[config.mk]
export PLATFORM = sky130hd
export DESIGN_NAME = multi_cycle_control
export DESIGN_NICKNAME = d
export VERILOG_FILES = /design/src/rtl/mips_pkg.sv /design/src/rtl/mem_wait_timer.sv /design/src/rtl/multi_cycle_control.sv
export SDC_FILE = /design/constraint.sdc
export NUM_CORES = 1
export LEC_CHECK = 0
export BUFFER_PORTS_ARGS = -buffer_cell sky130_fd_sc_hd__buf_4
export CAP_MARGIN = 25
export CORE_AREA = 2 2 99 53
export DETAILED_ROUTE_END_ITERATION = 10
export DIE_AREA = 0 0 101 55
export PLACE_DENSITY = 0.77
export RECOVER_POWER = 100
export SLEW_MARGIN = 40
export SYNTH_ARGS = -nofsm -noshare
export SYNTH_HDL_FRONTEND = slang
export SYNTH_HIERARCHICAL = 1
export SYNTH_SLANG_ARGS = --single-unit
export TNS_END_PERCENT = 5
[constraint.sdc]
create_clock -name Clock -period 3.25 [get_ports Clock]
set_input_delay 0.325 -clock Clock [delete_from_list [all_inputs] [get_ports Clock]]
set_output_delay 0.325 -clock Clock [all_outputs]
set_load 0.005 [all_outputs]
[src/rtl/mips_pkg.sv]
`default_nettype none
// ============================================================================
//  Module   : mips_pkg
//  Purpose  : Shared opcodes, FSM state encoding and datapath select
//             encodings for the multi-cycle MIPS-32 controller.
//  Revision : 1.0  initial release
// ============================================================================
package mips_pkg;

  // Instruction register bits [31:26]
  localparam logic [5:0] OP_RTYPE = 6'b000000;
  localparam logic [5:0] OP_LW    = 6'b100011;
  localparam logic [5:0] OP_SW    = 6'b101011;
  localparam logic [5:0] OP_BEQ   = 6'b000100;
  localparam logic [5:0] OP_J     = 6'b000010;
  localparam logic [5:0] OP_ADDI  = 6'b001000;

  // Controller states
  typedef enum logic [3:0] {
    S_FETCH     = 4'd0,
    S_DECODE    = 4'd1,
    S_MEM_ADDR  = 4'd2,
    S_MEM_READ  = 4'd3,
    S_MEM_WB    = 4'd4,
    S_MEM_WRITE = 4'd5,
    S_EXECUTE   = 4'd6,
    S_R_WB      = 4'd7,
    S_BRANCH    = 4'd8,
    S_JUMP      = 4'd9,
    S_ADDI_EX   = 4'd10,
    S_ADDI_WB   = 4'd11,
    S_TRAP      = 4'd12
  } state_t;

  // ALUOp encodings
  localparam logic [1:0] ALUOP_ADD   = 2'b00;
  localparam logic [1:0] ALUOP_SUB   = 2'b01;
  localparam logic [1:0] ALUOP_FUNCT = 2'b10;

  // ALUSrcB encodings
  localparam logic [1:0] SRCB_RT     = 2'b00;
  localparam logic [1:0] SRCB_FOUR   = 2'b01;
  localparam logic [1:0] SRCB_IMM    = 2'b10;
  localparam logic [1:0] SRCB_IMM_SH = 2'b11;

  // PCSource encodings
  localparam logic [1:0] PCSRC_ALU    = 2'b00;
  localparam logic [1:0] PCSRC_ALUOUT = 2'b01;
  localparam logic [1:0] PCSRC_JUMP   = 2'b10;

endpackage
`default_nettype wire

[src/rtl/mem_wait_timer.sv]
`default_nettype none
// ============================================================================
//  Module   : mem_wait_timer
//  Purpose  : Counts stalled cycles of one memory phase and flags a timeout
//             when the memory is still not ready on the last allowed cycle.
//  Revision : 1.0  initial release
// ============================================================================
module mem_wait_timer #(
  parameter int MEM_TIMEOUT = 15
) (
  input  logic clk,
  input  logic rst_n,
  input  logic i_active,   // controller sits in a memory-wait state
  input  logic i_ready,    // memory completes this cycle
  output logic o_timeout   // last allowed cycle passed without ready
);

  localparam int         CW      = (MEM_TIMEOUT > 1) ? $clog2(MEM_TIMEOUT + 1) : 1;
  localparam logic [CW-1:0] C_LIMIT = CW'(MEM_TIMEOUT - 1);

  logic [CW-1:0] count_q;
  logic [CW-1:0] count_d;

  // Ready on the limit cycle wins, so timeout requires ready low.
  assign o_timeout = i_active && !i_ready && (count_q == C_LIMIT);

  // Count only stalled cycles; leaving the state (or timing out) clears it.
  always_comb begin
    count_d = '0;
    if (i_active && !i_ready && !o_timeout) begin
      count_d = count_q + CW'(1);
    end
  end

  // Counter register.
  always_ff @(posedge clk or negedge rst_n) begin
    if (!rst_n) begin
      count_q <= '0;
    end else begin
      count_q <= count_d;
    end
  end

endmodule
`default_nettype wire

[src/rtl/multi_cycle_control.sv]
`default_nettype none
// ============================================================================
//  Module   : multi_cycle_control
//  Purpose  : Moore sequencing FSM for the multi-cycle MIPS-32 datapath with
//             memory ready handshake, bus timeout and illegal-opcode trap.
//  Revision : 1.0  initial release
// ============================================================================
module multi_cycle_control
  import mips_pkg::*;
#(
  parameter int MEM_TIMEOUT = 15,
  parameter int CNT_W       = 32
) (
  input  logic             Clock,
  input  logic             Reset,
  input  logic [5:0]       Opcode,
  input  logic             Mem_Ready,
  output logic             PCWrite,
  output logic             PCWriteCond,
  output logic             IorD,
  output logic             MemRead,
  output logic             MemWrite,
  output logic             IRWrite,
  output logic             MemtoReg,
  output logic             RegDst,
  output logic             RegWrite,
  output logic             ALUSrcA,
  output logic [1:0]       ALUSrcB,
  output logic [1:0]       ALUOp,
  output logic [1:0]       PCSource,
  output logic             Trap,
  output logic             Bus_Error,
  output logic [CNT_W-1:0] Instr_Count
);

  state_t             state_q, state_d;
  logic               trap_q, trap_d;
  logic               bus_err_q, bus_err_d;
  logic [CNT_W-1:0]   instr_cnt_q, instr_cnt_d;
  logic               mem_active;
  logic               timeout;
  logic               retire;

  assign mem_active = (state_q == S_FETCH) || (state_q == S_MEM_READ) ||
                      (state_q == S_MEM_WRITE);

  mem_wait_timer #(
    .MEM_TIMEOUT (MEM_TIMEOUT)
  ) u_wait (
    .clk       (Clock),
    .rst_n     (Reset),
    .i_active  (mem_active),
    .i_ready   (Mem_Ready),
    .o_timeout (timeout)
  );

  assign Trap        = trap_q;
  assign Bus_Error   = bus_err_q;
  assign Instr_Count = instr_cnt_q;

  // Next-state, per-state datapath controls and status updates.
  always_comb begin
    state_d     = state_q;
    retire      = 1'b0;
    PCWrite     = 1'b0;
    PCWriteCond = 1'b0;
    IorD        = 1'b0;
    MemRead     = 1'b0;
    MemWrite    = 1'b0;
    IRWrite     = 1'b0;
    MemtoReg    = 1'b0;
    RegDst      = 1'b0;
    RegWrite    = 1'b0;
    ALUSrcA     = 1'b0;
    ALUSrcB     = SRCB_RT;
    ALUOp       = ALUOP_ADD;
    PCSource    = PCSRC_ALU;

    case (state_q)
      S_FETCH: begin
        MemRead = 1'b1;
        ALUSrcB = SRCB_FOUR;
        IRWrite = Mem_Ready;
        PCWrite = Mem_Ready;
        if (Mem_Ready)    state_d = S_DECODE;
        else if (timeout) state_d = S_TRAP;
      end
      S_DECODE: begin
        // Branch target is computed speculatively into ALUOut here.
        ALUSrcB = SRCB_IMM_SH;
        case (Opcode)
          OP_LW, OP_SW: state_d = S_MEM_ADDR;
          OP_RTYPE:     state_d = S_EXECUTE;
          OP_BEQ:       state_d = S_BRANCH;
          OP_J:         state_d = S_JUMP;
          OP_ADDI:      state_d = S_ADDI_EX;
          default:      state_d = S_TRAP;
        endcase
      end
      S_MEM_ADDR: begin
        ALUSrcA = 1'b1;
        ALUSrcB = SRCB_IMM;
        state_d = (Opcode == OP_SW) ? S_MEM_WRITE : S_MEM_READ;
      end
      S_MEM_READ: begin
        MemRead = 1'b1;
        IorD    = 1'b1;
        if (Mem_Ready)    state_d = S_MEM_WB;
        else if (timeout) state_d = S_TRAP;
      end
      S_MEM_WB: begin
        RegWrite = 1'b1;
        MemtoReg = 1'b1;
        retire   = 1'b1;
        state_d  = S_FETCH;
      end
      S_MEM_WRITE: begin
        MemWrite = 1'b1;
        IorD     = 1'b1;
        if (Mem_Ready) begin
          retire  = 1'b1;
          state_d = S_FETCH;
        end else if (timeout) begin
          state_d = S_TRAP;
        end
      end
      S_EXECUTE: begin
        ALUSrcA = 1'b1;
        ALUOp   = ALUOP_FUNCT;
        state_d = S_R_WB;
      end
      S_R_WB: begin
        RegWrite = 1'b1;
        RegDst   = 1'b1;
        retire   = 1'b1;
        state_d  = S_FETCH;
      end
      S_BRANCH: begin
        ALUSrcA     = 1'b1;
        ALUOp       = ALUOP_SUB;
        PCWriteCond = 1'b1;
        PCSource    = PCSRC_ALUOUT;
        retire      = 1'b1;
        state_d     = S_FETCH;
      end
      S_JUMP: begin
        PCWrite  = 1'b1;
        PCSource = PCSRC_JUMP;
        retire   = 1'b1;
        state_d  = S_FETCH;
      end
      S_ADDI_EX: begin
        ALUSrcA = 1'b1;
        ALUSrcB = SRCB_IMM;
        state_d = S_ADDI_WB;
      end
      S_ADDI_WB: begin
        RegWrite = 1'b1;
        retire   = 1'b1;
        state_d  = S_FETCH;
      end
      S_TRAP:  state_d = S_TRAP;
      default: state_d = S_TRAP;
    endcase

    // Reset is asynchronous: silence every control while it is held so an
    // abandoned instruction cannot write anything.
    if (!Reset) begin
      PCWrite     = 1'b0;
      PCWriteCond = 1'b0;
      IorD        = 1'b0;
      MemRead     = 1'b0;
      MemWrite    = 1'b0;
      IRWrite     = 1'b0;
      MemtoReg    = 1'b0;
      RegDst      = 1'b0;
      RegWrite    = 1'b0;
      ALUSrcA     = 1'b0;
      ALUSrcB     = 2'b00;
      ALUOp       = 2'b00;
      PCSource    = 2'b00;
    end

    trap_d      = trap_q | (state_d == S_TRAP);
    bus_err_d   = bus_err_q | timeout;
    instr_cnt_d = retire ? instr_cnt_q + CNT_W'(1) : instr_cnt_q;
  end

  // State and sticky status registers.
  always_ff @(posedge Clock or negedge Reset) begin
    if (!Reset) begin
      state_q     <= S_FETCH;
      trap_q      <= 1'b0;
      bus_err_q   <= 1'b0;
      instr_cnt_q <= '0;
    end else begin
      state_q     <= state_d;
      trap_q      <= trap_d;
      bus_err_q   <= bus_err_d;
      instr_cnt_q <= instr_cnt_d;
    end
  end

endmodule
`default_nettype wire

==> results.yml, run 1 <==
run_status:
  status: "finished, final reports clean"
power_and_ir_drop:
  p_int_mw: 1.04
  p_sw_share_pct: 37.7
  p_comb_share_pct: 36.2
  leakagePower_nw: 1.32
  pwr-share-clk_pct: 21.2
  p_sw_mw: 0.631
  cellPowerDensity_nw_per_um2: 570
  sequentialPowerShare_pct: 42.6
  total_power_mw: 1.67
  irDropWorstVdd_mv: 0.214
timing:
  hold_viol: 0
  fin_crit_ns: 2.56
  maxSlewViolCount: 0
  finalSetupTns_ns: 0
  finClkSkew_ns: 0.00328
  setup_violations: 0
  fmax_mhz: 391
  fin_crit_sh_pct: 78.7
  slew_headroom_pct: 54.4
  rsz0062_at_grt: "false"
  worst_pin_slew_ns: 0.684
clock_tree:
  clk_path_buf_depth: 2
  cts.clk_slew.worst_paths_ns: 0.08
  cts_hold_buf: 0
  htreeDepth: 2
  postCtsSetupBuffers: 0
  clockRootBuffer: "clkbuf_8"
  cts.sinks: 42
  cts_buffers: 5
  clk_latency_ns: 0.29
  cts_tree: "done"
  cts_resized: 0
floorplan:
  std_cell_rows: 18
  die_x_um: 101
  ios: 59
  die_h_um: 55
  die_area_um2: 5560
  fp.coreArea_um2: 4730
  initial_core_util_pct: 50.6
global_routing:
  grt_max_degree: 50
  grt_pass1_wl_um: 9040
  use_met1_pct: 32.6
  busiest_layer: "met1"
  grt-ovfl-total: 0
  grt_pass1_vias: 1782
  antenna_found_initial: 0
  met2_usage_pct: 28.6
  use_met3_pct: 6.66
  track_usage_pct: 21.3
min_path:
  min_path_type: "input pin to asynchronous set/reset pin"
routing:
  wl_per_cell_um: 14.6
  firstDrtPassIters: 4
  wl_um: 5330
  postRouteAntennaNets: 0
  vias_per_cell: 5.54
  drt_iter0_drc: 191
  drc: 0
  vias: 2028
setup_path:
  path_class: "flop to output pin"
  start_kind: "flop"
  timing.rr.start: "state_q[2]$_DFF_PN0_"
  endpoint_kind: "output pin"
  cp_data_arrival_time_ns: 2.23
  startpoint: "state_q[2]$_DFF_PN0_"
  crit_fanout: 10
  required_ns: 2.92
run:
  maxCapViolCount: 0
logic_synthesis:
  synthArstFlopShare_pct: 100
  synth.avg_cell_area_um2: 9.69
  netlist.area_leader.share_pct: 43.9
  yosys.area.top_type: "dfrtp_1"
  netlist_area_um2: 2390
  syn-num-nets: 259
  ys_types: 46
  seq_area_frac_synth_pct: 43.9
  yosys-top-cells-area: "dfrtp_1 44%, xnor2_1 9.5%, nand3_1 4.4%"
  yosys_warnings: 6
  synth_flop_cell: "dfrtp_1"
  synth-seq-cells: 42
  synthCells: 247
  synth_edf_count: 0
finish:
  antenna_cells: 0
  nNetsFinal: 317
  mostFrequentLayoutCells: "42 x dfrtp_1, 42 x clkbuf_4, 26 x xnor2_1, 23 x nor2_1, 21 x nand3_1"
  syn_to_final_growth_pct: 22.6
  drive_gt1_share_pct: 24.2
  final_area_um2: 2940
placed_design:
  portBuffers: 58
  dp_hpwl_um: 3930
  gp_congestion: 0.948
  detailed_place.area_um2: 2870
cell families (layout without fill, tap and decap cells):
kind of cell    after synthesis  count (layout)  synth area share [%]
flops                        42              42                  43.9
buf+inv                      16              75                  3.24
xor+xnor                     35              35                  12.8
compound gates               28              28                  8.84
simple gates                122             122                  29.2
fa+ha+maj                     3               3                  1.57
mux                           1               1                 0.470
layer usage:
layer	share of wire (%)	vias up	routed length [um]
li1	-	995	-
met1	52	922	2760
met2	38	106	2040
met3	9.3	5	494
met4	0.69	0	37
met5	0	-	0
power groups by stage:
| stage | clock [mW] | combinational [mW] | sequential, mW |
|---|---|---|---|
| 5_1_grt | 0.380 | 0.682 | 0.730 |
| 3_3_place_gp | 0 | 0.619 | 0.719 |
| 2_1_floorplan | 0 | 0.451 | 0.660 |
| 4_1_cts | 0.363 | 0.627 | 0.712 |
| 3_5_place_dp | 0 | 0.625 | 0.723 |
| 6_report | 0.355 | 0.607 | 0.713 |
metrics by stage:
| stage | instances | hold WS, ns | util (%) | setup slack (ns) |
|---|---|---|---|---|
| 2_1_floorplan | 247 | 0.0294 | - | 0.853 |
| 3_3_place_gp | 358 | 0.359 | 60.7 | 0.872 |
| 3_5_place_dp | 358 | 0.365 | 60.7 | 0.837 |
| 4_1_cts | 366 | 0.0383 | 62.7 | 0.837 |
| 5_1_grt | 366 | 0.0616 | 62.1 | 0.502 |
| 6_report | 366 | 0.0243 | 62.1 | 0.693 |
cell usage after synthesis, types with 2 or more instances:
| cell type | n |
|---|---|
| nor4_1 | 2 |
| a21oi_1 | 6 |
| buf_2 | 2 |
| buf_1 | 2 |
| or2_2 | 4 |
| nand4_1 | 6 |
| nor3b_1 | 4 |
| nand2_1 | 17 |
| xnor2_1 | 26 |
| clkbuf_1 | 3 |
| dfrtp_1 | 42 |
| nor2b_1 | 2 |
| a21o_1 | 2 |
| buf_4 | 2 |
| nor2b_4 | 2 |
| o21a_1 | 3 |
| nor3_1 | 11 |
| nand2b_1 | 2 |
| and4_1 | 4 |
| inv_1 | 6 |
| nand3_1 | 21 |
| o21ai_0 | 4 |
| nor4_4 | 2 |
| ha_1 | 3 |
| nand3b_1 | 2 |
| and3_1 | 15 |
| nor2_1 | 23 |
| xor2_1 | 9 |
| o211ai_1 | 3 |
worst max-delay path, cell delays in order, from the launching register on:
cell	delay [ns]
dfrtp_1	0.49
clkbuf_1	0.28
nor2_1	0.39
nand2_1	0.14
nor4_1	0.35
or2_2	0.18
clkbuf_4	0.12
final timing paths:
| kind | end | slack (ns) | cells after the start |
|---|---|---|---|
| min | Instr_Count[4]$_DFFE_PN0P_ | 0.02 | 1 |
| min reg2reg | Bus_Error$_DFF_PN0_ | 0.46 | 1 |
| min in group Clock | state_q[0]$_DFF_PN0_ | 0.38 | 3 |
| max | PCWrite | 0.69 | 6 |
| max in group asynchronous | Instr_Count[21]$_DFFE_PN0P_ | 2.83 | 1 |
| max reg2reg | Instr_Count[12]$_DFFE_PN0P_ | 0.71 | 6 |
area by class of cell:
class	count	area, um2
Sequential cell	42	1050
Inverter	6	22.5
Clock inverter	2	12.5
Multi-Input combinational cell	189	1250
Timing Repair Buffer	61	439
Clock buffer	6	82.6
Fill cell	414	1790
Tap cell	60	75.1
state kept, by name, summed over array words and instances, names as in the netlist:
signal	cells
Trap	1
Instr_Count	32
state_q	4
u_wait/count_q	4
Bus_Error	1
Note: power is estimated with default switching activity, not from simulation.
==> inputs of run 2 (changes only) <==
==> constraint.sdc (replaced) <==
create_clock -name Clock -period 2.4 [get_ports Clock]
set_input_delay 0.24 -clock Clock [delete_from_list [all_inputs] [get_ports Clock]]
set_output_delay 0.24 -clock Clock [all_outputs]
set_load 0.005 [all_outputs]
==> results.yml, run 2 (synthesized netlist as in run 1, its figures left out) <==
run_status:
  status: "finished, final reports clean"
setup_path:
  crit_buf_inv: 1
  crit_chain: "buf_4, nor2_1, nor3_1, a21oi_1, nor2_1, nor3b_2, nor3b_1, o211ai_1, o211ai_1, a32o_1, a21o_1"
  path_class: "flop to flop"
  crit_path_top_delay_cell: "dfrtp_1"
  endpoint_kind: "flop"
  start_kind: "flop"
  cpPeakStageDelay_ns: 0.41
  crit_fanout: 16
  required_ns: 2.59
  cp_data_arrival_time_ns: 2.48
  cp_top_family: "compound AO/OA/AOI/OAI gates"
finish:
  nNetsFinal: 326
  mostFrequentLayoutCells: "42 x dfrtp_1, 33 x clkbuf_4, 30 x buf_4, 26 x xnor2_1, 22 x nor2_1"
  largest_reg_flops: 32
  drive_gt1_share_pct: 27.3
  final_common_cell: "dfrtp_1"
  antenna_cells: 0
  syn_to_final_growth_pct: 27.0
global_routing:
  met2_usage_pct: 30.4
  grt_pass1_vias: 1878
  grt-ovfl-total: 0
  use_met3_pct: 6.91
  track_usage_pct: 21.0
  grt_max_degree: 28
  antenna_found_initial: 0
  use_met1_pct: 31.3
  busiest_layer: "met1"
  grt_pass1_wl_um: 8980
clock_tree:
  clockRootBuffer: "clkbuf_8"
  cts_buffers: 5
  cts.clk_slew.worst_paths_ns: 0.09
  clk_path_buf_depth: 2
  cts.sinks: 42
  htreeDepth: 2
  cts_tree: "done"
  clk_latency_ns: 0.29
timing:
  fin_crit_sh_pct: 95.6
  hold_viol: 0
  slew_headroom_pct: 55.1
  maxSlewViolCount: 0
  fmax_mhz: 436
  setup_ws_ns: 0.105
  finClkSkew_ns: 0.00326
  fin_crit_ns: 2.29
  worst_pin_slew_ns: 0.673
  setup_violations: 0
floorplan:
  die_h_um: 55
  fp.coreArea_um2: 4730
  std_cell_rows: 18
  die_x_um: 101
  ios: 59
  initial_core_util_pct: 50.6
  die_area_um2: 5560
min_path:
  min_path_type: "input pin to flop"
run:
  maxCapViolCount: 0
routing:
  postRouteAntennaNets: 0
  wl_per_cell_um: 15.0
  wl_um: 5640
  firstDrtPassIters: 6
  vias_per_cell: 5.83
  drt_iter0_drc: 218
  vias: 2186
  drc: 0
power_and_ir_drop:
  leakagePower_nw: 1.39
  total_power_mw: 2.46
  irDropWorstVdd_mv: 0.352
  cellPowerDensity_nw_per_um2: 809
placed_design:
  gp_congestion: 1.03
  dp_slack_ns: 0.114
  dp_hpwl_um: 4260
  portBuffers: 58
==> run 2: tightest hold or removal path: cells and delay by family <==
kind	cells	cell delay, ns
buffers and inverters	1	0.11
AOI/OAI and AO/OA	2	0.23
==> run 2: timing repair <==
item                       4_1_cts  5_1_grt
setup endpoints to repair        0        3
hold endpoints to repair        16        0
gates resized for setup          0        2
setup buffers                    0        0
hold buffers                     1        0
==> run 2: per-layer routing <==
metal  vias up  share of wire, %
li1       1014                 -
met1      1053                50
met2       105                40
met3        14               9.5
met4         0              0.99
met5         -                 0
==> run 2: layout make-up <==
class | count | area (um2)
Clock buffer | 5 | 68.8
Clock inverter | 3 | 43.8
Fill cell | 373 | 1690
Inverter | 6 | 22.5
Multi-Input combinational cell | 189 | 1270
Sequential cell | 42 | 1050
Tap cell | 60 | 75.1
Timing Repair Buffer | 70 | 507
==> run 2: path summary, 6_finish.rpt <==
path	end	startpoint	slack, ns	depth (start not counted)
worst min-delay path	state_q[0]$_DFF_PN0_	Opcode[1]	0.32	3
max in group asynchronous	Instr_Count[28]$_DFFE_PN0P_	Reset	1.12	3
worst min register to register	Bus_Error$_DFF_PN0_	Bus_Error$_DFF_PN0_	0.48	1
worst max register to register	Trap$_DFF_PN0_	state_q[0]$_DFF_PN0_	0.11	11
min in group asynchronous	Instr_Count[5]$_DFFE_PN0P_	Reset	0.35	2
worst max-delay path	Trap$_DFF_PN0_	state_q[0]$_DFF_PN0_	0.11	11
==> run 2: stage by stage <==
step,std cells,cell area [um2],utilization [%],setup TNS (ns),hold WS [ns]
after global placement,366,2930,62.0,0,0.132
after CTS,375,3050,64.6,0,0.313
final,375,3040,64.3,0,0.319
after global routing,375,3040,64.3,-0.00359,0.354
after detailed placement,366,2930,62.0,0,0.133
after floorplan,247,2390,-,0,-0.0556
==> run 2: where the power goes <==
group          switching (mW)  leakage (nW)  internal [mW]
sequential              0.128         0.553          0.802
combinational           0.516         0.779          0.440
clock                   0.263        0.0585          0.312
total                   0.907          1.39           1.55
